[src/rtl/mux21_lanes.sv]
// Two-lane byte serializer: captures an (in0, in1) pair every other cycle and
// emits lane 0 then lane 1 on out/valid_out, gated by an IDLE/RUN activity FSM.
module mux21_lanes (
    input  logic       clk,
    input  logic       reset,
    input  logic [7:0] in0,
    input  logic [7:0] in1,
    input  logic [1:0] valid_in,
    output logic       in_ready,
    output logic [7:0] out,
    output logic       valid_out,
    output logic [7:0] tx_count,
    output logic       lane_err
);

    localparam int unsigned W = 8;

    typedef enum logic {
        IDLE = 1'b0,
        RUN  = 1'b1
    } state_t;

    state_t         state_q, state_d;
    logic           phase_q, phase_d;
    logic [W-1:0]   h0_q, h0_d;
    logic [W-1:0]   h1_q, h1_d;
    logic [1:0]     hv_q, hv_d;
    logic           zero_q, zero_d;
    logic [W-1:0]   out_q, out_d;
    logic           valid_q, valid_d;
    logic [W-1:0]   cnt_q, cnt_d;
    logic           err_q, err_d;

    logic           lane_vld;
    logic [W-1:0]   lane_byte;
    logic           emit;

    // Phase 1 edges capture a new pair and emit the previous pair's lane 1;
    // phase 0 edges emit lane 0 of the pair currently held.
    always_comb begin
        state_d   = state_q;
        phase_d   = ~phase_q;
        h0_d      = h0_q;
        h1_d      = h1_q;
        hv_d      = hv_q;
        zero_d    = zero_q;
        out_d     = out_q;
        cnt_d     = cnt_q;
        err_d     = err_q;

        lane_vld  = phase_q ? hv_q[1] : hv_q[0];
        lane_byte = phase_q ? h1_q : h0_q;
        emit      = (state_q == RUN) && lane_vld;

        valid_d   = emit;
        if (emit) begin
            out_d = lane_byte;
            cnt_d = cnt_q + W'(1);
        end

        if (phase_q) begin
            h0_d   = in0;
            h1_d   = in1;
            hv_d   = valid_in;
            zero_d = (valid_in == 2'b00);
            if (valid_in == 2'b10) begin
                err_d = 1'b1;
            end
            unique case (state_q)
                IDLE: if (valid_in != 2'b00) state_d = RUN;
                RUN:  if (valid_in == 2'b00 && zero_q) state_d = IDLE;
                default: state_d = IDLE;
            endcase
        end
    end

    always_ff @(posedge clk) begin
        if (reset) begin
            state_q <= IDLE;
            phase_q <= 1'b0;
            h0_q    <= '0;
            h1_q    <= '0;
            hv_q    <= 2'b00;
            zero_q  <= 1'b0;
            out_q   <= '0;
            valid_q <= 1'b0;
            cnt_q   <= '0;
            err_q   <= 1'b0;
        end else begin
            state_q <= state_d;
            phase_q <= phase_d;
            h0_q    <= h0_d;
            h1_q    <= h1_d;
            hv_q    <= hv_d;
            zero_q  <= zero_d;
            out_q   <= out_d;
            valid_q <= valid_d;
            cnt_q   <= cnt_d;
            err_q   <= err_d;
        end
    end

    assign in_ready  = phase_q & ~reset;
    assign out       = out_q;
    assign valid_out = valid_q;
    assign tx_count  = cnt_q;
    assign lane_err  = err_q;

endmodule

[config.mk]
export PLATFORM = sky130hd
export DESIGN_NAME = mux21_lanes
export DESIGN_NICKNAME = d
export VERILOG_FILES = /design/src/rtl/mux21_lanes.sv
export SDC_FILE = /design/constraint.sdc
export NUM_CORES = 1
export LEC_CHECK = 0
export ABC_AREA = 0
export BUFFER_PORTS_ARGS = -buffer_cell sky130_fd_sc_hd__buf_4
export CORE_UTILIZATION = 44
export DETAILED_ROUTE_END_ITERATION = 7
export PLACE_DENSITY = 0.76
export SETUP_SLACK_MARGIN = 0.5
export SYNTH_ARGS = -nofsm -noshare
export SYNTH_HDL_FRONTEND = slang
export SYNTH_SLANG_ARGS = --single-unit
[constraint.sdc]
create_clock -name clk -period 2 [get_ports clk]
set_input_delay 0.3 -clock clk [delete_from_list [all_inputs] [get_ports clk]]
set_output_delay 0.3 -clock clk [all_outputs]
set_load 0.05 [all_outputs]
==> out/metrics.yaml, run 1 <==
synth_top_area_cell: "dfxtp_1"
cts_sinks: 39
reg2reg_depth: 5
final_layout_size_suffix_gt1_share_pct: 36.8
synthMuxAreaShare_pct: 20.0
ys_seq_elements: 39
dp_hpwl_um: 2230
tightest_slew_ps: 433
crit_fanout: 7
startpoint: "phase_q$_SDFF_PP0_"
wire_per_inst_um: 13.3
die_h_um: 61.8
grt_pass1_wl_um: 5110
worstReg2RegStart: "phase_q$_SDFF_PP0_"
max-clock-path-buffers: 2
syn_inst: 160
ir_worst_vdd_v: 0.000433
die_w_um: 61.8
grt_antenna_before_repair: 0
combPwrFrac_pct: 14.4
use_met1_pct: 21.4
num_io_pins: 39
busiest_layer: "met2"
critPathKind: "reg -> reg"
portBuffers: 38
period_minus_slack_ps: 1500
hold_class: "in -> reg"
coreArea_um2: 3390
ys_top_cells_by_area: "dfxtp_1 (50%), mux2i_1 (18%), nor2_1 (6.0%)"
synth_fp_nets: 181
seq_power_share_pct: 55.1
grt_pass1_vias: 1188
switching_share_pct: 26.1
start_kind: "register"
ctsRootBufferMaster: "clkbuf_4"
diodes: 0
clock.fmax_ghz: 0.667
slew_violations: 0
use_met2_pct: 31.3
end_kind: "register"
fin_skew_ps: 7.64
avgSynthCellArea_um2: 9.82
synth_warnings: 0
postRouteAntennaNets: 0
worstPathArrival_ps: 1790
wirelength_um: 3330
cts_buffers: 5
synth_xor_area_share_pct: 0
start_util_pct: 46.4
finalSetupViolCount: 0
power_leakage_nw: 0.858
netSwitchingPower_mw: 0.393
n_fill_cell: 287
yosysTopAreaCellShare_pct: 49.7
r2r-end: "tx_count[3]$_SDFFE_PP0P_"
via_per_inst: 5.23
grt_util_met3_pct: 7.45
reg2reg_slack_ps: 500
setup_ws_ps: 500
ys_seq_area_share_pct: 49.7
p_int_mw: 1.12
cts_htree_levels: 2
pwr-share-clk_pct: 30.5
globalRouteOverflowTotal: 0
clkSlewWorstSetupHoldPaths_ps: 110
area_growth_syn_to_layout_pct: 32.8
rows: 21
synth_top_family_by_area: "multiplexers"
layout.nets: 224
synth-simple-area-share_pct: 13.3
firstDrtPassIters: 4
gp_congestion: 0.783
grt_max_degree: 44
syn-cell-area_um2: 1570
synth.distinct_cells: 27
cts_tree: "yes"
crit_required_ps: 2290
vias: 1307
grt_setup_unrepaired: "true"
postCtsHoldBufs: 0
hold_viol_final: 0
synth_fa_ha_area_share_pct: 0.796
status: "complete, no violations"
timing.hold.ws_ps: 182
post-route-period-util_pct: 75.0
die_area_um2: 3810
drt-initial-drc-count: 39
finalSetupTns_ps: 0
place_ws_ps: 527
drv_cap: 0
power.density_nw_per_um2: 723
drc: 0
endpoint: "tx_count[3]$_SDFFE_PP0P_"
synth_compound_area_share_pct: 12.2
insertion_delay_ps: 350
grt_use_total_pct: 18.9
slew_headroom_pct: 71.1
[synthesized netlist by cell type]
cell type,count
mux2i_1,28
nand3_1,5
nor2b_1,3
buf_1,2
nor4_2,1
dfxtp_1,39
a31oi_1,1
inv_1,2
a31o_2,1
nor3_1,2
a311oi_1,1
inv_2,1
nor2_1,25
a21oi_1,14
o21ai_0,3
buf_4,2
ha_1,1
nand2_1,2
clkbuf_1,4
o31ai_1,3
nand4_1,1
buf_2,3
mux2_2,3
or4_1,3
a211oi_1,8
or3_1,1
nor2_2,1
[how the worst min path moves through the flow]
stage	from	to	slack, ps	cells past startpoint
2_1_floorplan	in0[0]	h0_q[0]$_SDFFE_PP0P_	450	2
3_3_place_gp	lane_err$_SDFFE_PP0P_	lane_err$_SDFFE_PP0P_	460	2
3_5_place_dp	lane_err$_SDFFE_PP0P_	lane_err$_SDFFE_PP0P_	470	2
4_1_cts	in1[7]	h1_q[7]$_SDFFE_PP0P_	170	3
5_1_grt	in1[0]	h1_q[0]$_SDFFE_PP0P_	160	3
6_report	in1[7]	h1_q[7]$_SDFFE_PP0P_	180	3
[cell type report]
class                      instances  area (um^2)  area share, %
inverter                           3         11.3          0.540
multi-input combinational        107          774           37.1
clock buffer                       7         65.1           3.12
sequential                        39          791           37.9
clock inverter                     1         7.51          0.360
tap                               46         57.6           2.76
timing repair buffer              47          380           18.2
[power groups by stage]
stage / clock network, mW / registers, mW / logic [mW]
4_1_cts: 0.468 / 0.831 / 0.206
3_5_place_dp: 0 / 0.851 / 0.191
6_report: 0.460 / 0.832 / 0.218
2_1_floorplan: 0 / 0.862 / 0.115
3_3_place_gp: 0 / 0.848 / 0.185
5_1_grt: 0.507 / 0.836 / 0.237
[cell families (layout without fill, tap and decap cells)]
family,Yosys count,count (layout)
flops,39,39
buf+inv,14,58
fa+ha+maj,1,1
compound gates,31,31
simple gates,44,44
mux,31,31
[per-layer routing]
layer	part of all wire [%]	vias up
met1	43	607
met4	2.2	0
li1	-	658
met2	50	35
met5	0	-
met3	5.0	7
[critical path, stage by stage (launching register included)]
cell and delay (ps):
dfxtp_4 370, buf_6 130, mux2i_4 180, buf_6 150, or4_4 490, a21oi_2 130
[registers in the layout (all words and copies together), names as in the netlist]
register   cells
h0_q           8
h1_q           8
hv_q           2
lane_err       1
out            8
phase_q        1
state_q        1
tx_count       8
valid_out      1
zero_q         1
[placed cells by master (no fill, tap or decap), types with 2 or more instances in the layout]
| cell type | synthesis | layout |
|---|---|---|
| a211oi_1 | 8 | 8 |
| a21oi_1 | 14 | 12 |
| a21oi_2 | 0 | 2 |
| buf_4 | 2 | 42 |
| buf_6 | 0 | 3 |
| clkbuf_4 | 0 | 5 |
| clkbuf_8 | 0 | 2 |
| dfxtp_1 | 39 | 33 |
| dfxtp_2 | 0 | 5 |
| inv_1 | 2 | 2 |
| mux2_2 | 3 | 2 |
| mux2i_1 | 28 | 27 |
| nand2_1 | 2 | 2 |
| nand3_1 | 5 | 5 |
| nor2_1 | 25 | 25 |
| nor2b_1 | 3 | 2 |
| o21ai_0 | 3 | 3 |
| o31ai_1 | 3 | 3 |
| or4_4 | 0 | 2 |
[repair_timing]
action | 4_1_cts | 5_1_grt
pin swaps | 0 | 6
buffers inserted | 3 | 1
endpoints found under the setup margin | 1 | 5
gates resized for setup | 5 | 11
gates cloned | 0 | 1
[through the flow]
step	instance area [um^2]	total power, mW	util, %	cells
after global routing	2090	1.58	61.6	250
after CTS	2020	1.51	59.5	248
after global placement	1900	1.03	56.1	237
final	2090	1.51	61.6	250
after detailed placement	1900	1.04	56.1	237
after floorplan	1580	0.977	-	160
No activity file was read; power rests on OpenSTA's default activity.
==> inputs of run 2 (changes only) <==
Clock period 2 ns to 1.4 ns, I/O delays scaled along.
==> out/metrics.yaml, run 2 (same netlist as run 1, synthesis figures left out) <==
cts_buffers: 5
drc: 0
drt-initial-drc-count: 53
hold_start: "in1[6]"
via_per_inst: 5.31
timing.hold.ws_ps: 103
reg2reg_depth: 4
vias: 1380
end_kind: "register"
area_growth_syn_to_layout_pct: 52.4
critPathKind: "reg -> reg"
gp_congestion: 0.832
portBuffers: 38
min_delay_path_depth: 3
final_cell_mix: "buf_4 (33), mux2i_1 (26), nor2_1 (25), dfxtp_1 (20), buf_8 (18)"
insertion_delay_ps: 340
globalRouteOverflowTotal: 0
cts_htree_levels: 2
grt_pass1_wl_um: 5870
cts_sinks: 39
num_io_pins: 39
worstReg2RegStart: "phase_q$_SDFF_PP0_"
final_layout_size_suffix_gt1_share_pct: 46.3
cts_tree: "yes"
grt_max_degree: 31
worstPathArrival_ps: 1590
firstDrtPassIters: 4
slew_headroom_pct: 77.9
power.density_nw_per_um2: 871
wire_per_inst_um: 14.4
grt_pass1_vias: 1312
r2r-end: "tx_count[7]$_SDFFE_PP0P_"
coreArea_um2: 3390
crit_fanout: 5
holdPathEnd: "h1_q[6]$_SDFFE_PP0P_"
die_area_um2: 3810
ir_worst_vdd_v: 0.000747
hold_viol_final: 0
die_w_um: 61.8
period_minus_slack_ps: 1350
rows: 21
mostFrequentLayoutCell: "buf_4"
crit_required_ps: 1640
hold_class: "in -> reg"
start_kind: "register"
diodes: 0
reg2reg_slack_ps: 50
layout.nets: 234
die_h_um: 61.8
grt_use_total_pct: 21.5
postCtsHoldBufs: 0
ctsRootBufferMaster: "clkbuf_4"
drv_cap: 0
post-route-period-util_pct: 96.7
tightest_slew_ps: 332
power_leakage_nw: 0.971
dp_hpwl_um: 2310
max-clock-path-buffers: 2
grt_setup_unrepaired: "true"
postRouteAntennaNets: 0
finalNonFillerCells: 260
n_fill_cell: 243
clkSlewWorstSetupHoldPaths_ps: 110
fin_skew_ps: 10.9
grt_antenna_before_repair: 0
dpl.cell_count: 239
status: "complete, no violations"
start_util_pct: 46.4
wirelength_um: 3750
clock.fmax_ghz: 0.738
finalSetupViolCount: 0
slew_violations: 0
run 2: cell type report:
class	instances	area [um^2]	area share, %
Sequential cell	39	825	34.4
Inverter	3	11.3	0.470
Timing Repair Buffer	57	632	26.4
Tap cell	46	57.6	2.40
Clock inverter	1	5.00	0.209
Multi-Input combinational cell	107	820	34.2
Clock buffer	7	45.0	1.88
run 2: report_power, final:
| group | internal, mW | switching (mW) | leakage [nW] |
|---|---|---|---|
| clock | 0.196 | 0.339 | 0.0293 |
| sequential | 1.14 | 0.0367 | 0.330 |
| combinational | 0.189 | 0.183 | 0.612 |
| total | 1.53 | 0.558 | 0.971 |
run 2: metrics by stage:
step | TNS [ps] | cell area, um^2 | power [mW] | setup WS (ps) | utilization (%)
floorplan | 0 | 1670 | 1.40 | 96.2 | -
global placement | 0 | 2000 | 1.48 | 133 | 58.9
detailed placement | 0 | 2000 | 1.50 | 82.7 | 58.9
CTS | 0 | 2310 | 2.09 | 47.9 | 68.1
global route | -70.1 | 2390 | 2.20 | -19.9 | 70.7
finish | 0 | 2390 | 2.09 | 45.9 | 70.7
run 2: per-layer routing:
metal	wire length [um]	global-route usage (%)	share of wire, %	up-vias
met3	151	4.76	4.0	7
met2	2050	37.0	55	37
met1	1500	25.3	40	660
met4	61	10.8	1.6	0
li1	-	-	-	676
met5	0	0	0	-
run 2: how the worst max path moves through the flow:
stage                       start                        to  slack, ps
3_3_place_gp   phase_q$_SDFF_PP0_  tx_count[7]$_SDFFE_PP0P_        130
3_5_place_dp   phase_q$_SDFF_PP0_  tx_count[3]$_SDFFE_PP0P_         80
6_report       phase_q$_SDFF_PP0_  tx_count[7]$_SDFFE_PP0P_         50
2_1_floorplan  phase_q$_SDFF_PP0_  tx_count[7]$_SDFFE_PP0P_        100
5_1_grt        phase_q$_SDFF_PP0_  tx_count[1]$_SDFFE_PP0P_        -20
4_1_cts        phase_q$_SDFF_PP0_                  in_ready         50
run 2: worst max-delay path, stage by stage (launching register included):
cell     delay (ps)
dfxtp_4         410
mux2i_2         320
buf_4           200
nor4_4           40
mux2_4          290
run 2: repair_timing:
item                       CTS  global route
cloned                       3             0
setup endpoints to repair   55            58
setup buffers                5             5
pin swaps                    1             0
resized for setup           48            10
==> inputs of run 3 (changes only) <==
Settings changed: CTS_CLUSTER_SIZE set to 14, PLACE_DENSITY 0.76 to not set, PLACE_DENSITY_LB_ADDON set to 0.2.
==> out/metrics.yaml, run 3 (same netlist as run 1, synthesis figures left out) <==
status: "complete, no violations"
hold_class: "in -> reg"
seq_power_share_pct: 51.0
wirelength_um: 3900
vias: 1361
drt-initial-drc-count: 60
clkSlewWorstSetupHoldPaths_ps: 120
die_h_um: 61.8
die_w_um: 61.8
cts_buffers: 5
slew_headroom_pct: 80.6
grt_setup_unrepaired: "true"
mostFrequentLayoutCell: "buf_4"
postCtsHoldBufs: 0
grt_pass1_vias: 1249
portBuffers: 38
critPathKind: "reg -> reg"
final_cell_mix: "buf_4 (32), nor2_1 (25), mux2i_1 (24), dfxtp_1 (20), buf_8 (20)"
grt_pass1_wl_um: 5880
tightest_slew_ps: 291
pwr-share-clk_pct: 31.4
cts_tree: "yes"
wire_per_inst_um: 14.9
cts_sinks: 39
globalRouteOverflowTotal: 0
final_layout_size_suffix_gt1_share_pct: 49.5
start_util_pct: 46.4
hold_viol_final: 0
insertion_delay_ps: 350
grt_antenna_before_repair: 0
end_kind: "register"
slew_violations: 0
period_minus_slack_ps: 1380
design_area_um2: 2470
grt_use_total_pct: 21.8
grt_max_degree: 26
crit_required_ps: 1680
dp_hpwl_um: 2260
timing.hold.ws_ps: 89.5
drv_cap: 0
postRouteAntennaNets: 0
finalSetupViolCount: 0
die_area_um2: 3810
crit_fanout: 11
power.density_nw_per_um2: 935
clock.fmax_ghz: 0.724
finalNonFillerCells: 262
netSwitchingPower_mw: 0.600
start_kind: "register"
drc: 0
fin_util_pct: 72.9
area_growth_syn_to_layout_pct: 57.2
max-clock-path-buffers: 2
dpl.cell_count: 241
postPlaceCellArea_um2: 2010
rows: 21
p_int_mw: 1.71
power_leakage_nw: 0.994
worstPathArrival_ps: 1660
ir_worst_vdd_v: 0.000706
cts_htree_levels: 2
diodes: 0
gp_congestion: 0.763
firstDrtPassIters: 4
combPwrFrac_pct: 17.6
via_per_inst: 5.19
post-route-period-util_pct: 98.6
ctsRootBufferMaster: "clkbuf_4"
layout.nets: 236
fin_skew_ps: 9.36
switching_share_pct: 26.0
coreArea_um2: 3390
num_io_pins: 39
p_total_mw: 2.31
## run 3: power by group through the flow
| stage | combinational (mW) | clock, mW | sequential [mW] |
|---|---|---|---|
| final | 0.407 | 0.724 | 1.18 |
| after global routing | 0.434 | 0.796 | 1.18 |
| after CTS | 0.382 | 0.748 | 1.18 |
| after detailed placement | 0.302 | 0 | 1.20 |
| after global placement | 0.293 | 0 | 1.19 |
| after floorplan | 0.177 | 0 | 1.22 |
## run 3: repair_timing
item,in CTS,in global routing
gates cloned,2,0
buffers inserted,8,3
pin swaps,1,1
hold endpoints to repair,0,0
setup endpoints to repair,56,57
resized for setup,62,10
## run 3: through the flow
stage / setup TNS (ps) / setup WS, ps
2_1_floorplan: 0 / 96.2
3_3_place_gp: 0 / 70.8
3_5_place_dp: 0 / 18.9
4_1_cts: -3.70 / -3.70
5_1_grt: -1.26 / -1.26
6_report: 0 / 19.3
## run 3: per-layer routing
layer	part of all wire (%)	vias up	track usage, %
li1	-	678	-
met1	40	638	25.4
met2	55	36	37.5
met3	3.6	9	6.00
met4	1.5	0	9.21
met5	0	-	0
## run 3: layout make-up
class                   count  area, um^2
repair buffers             59         687
fillers                   232         918
multi-input cells         107         810
inverters                   3        11.3
flip-flops and latches     39         825
clock inverters             1        5.00
clock buffers               7        76.3
well taps                  46        57.6
## run 3: worst paths after layout
check	from	endpoint	slack, ps	cells past startpoint
min reg2reg	h1_q[6]$_SDFFE_PP0P_	h1_q[6]$_SDFFE_PP0P_	510	2
max reg2reg	phase_q$_SDFF_PP0_	tx_count[6]$_SDFFE_PP0P_	20	4
max	phase_q$_SDFF_PP0_	tx_count[6]$_SDFFE_PP0P_	20	4
min	in0[7]	h0_q[7]$_SDFFE_PP0P_	90	3
## run 3: worst max-delay path, stage by stage, from the launching register on
cell and delay [ps]:
dfxtp_4 390, mux2i_2 160, buf_12 140, or4_4 510
a21oi_2 120
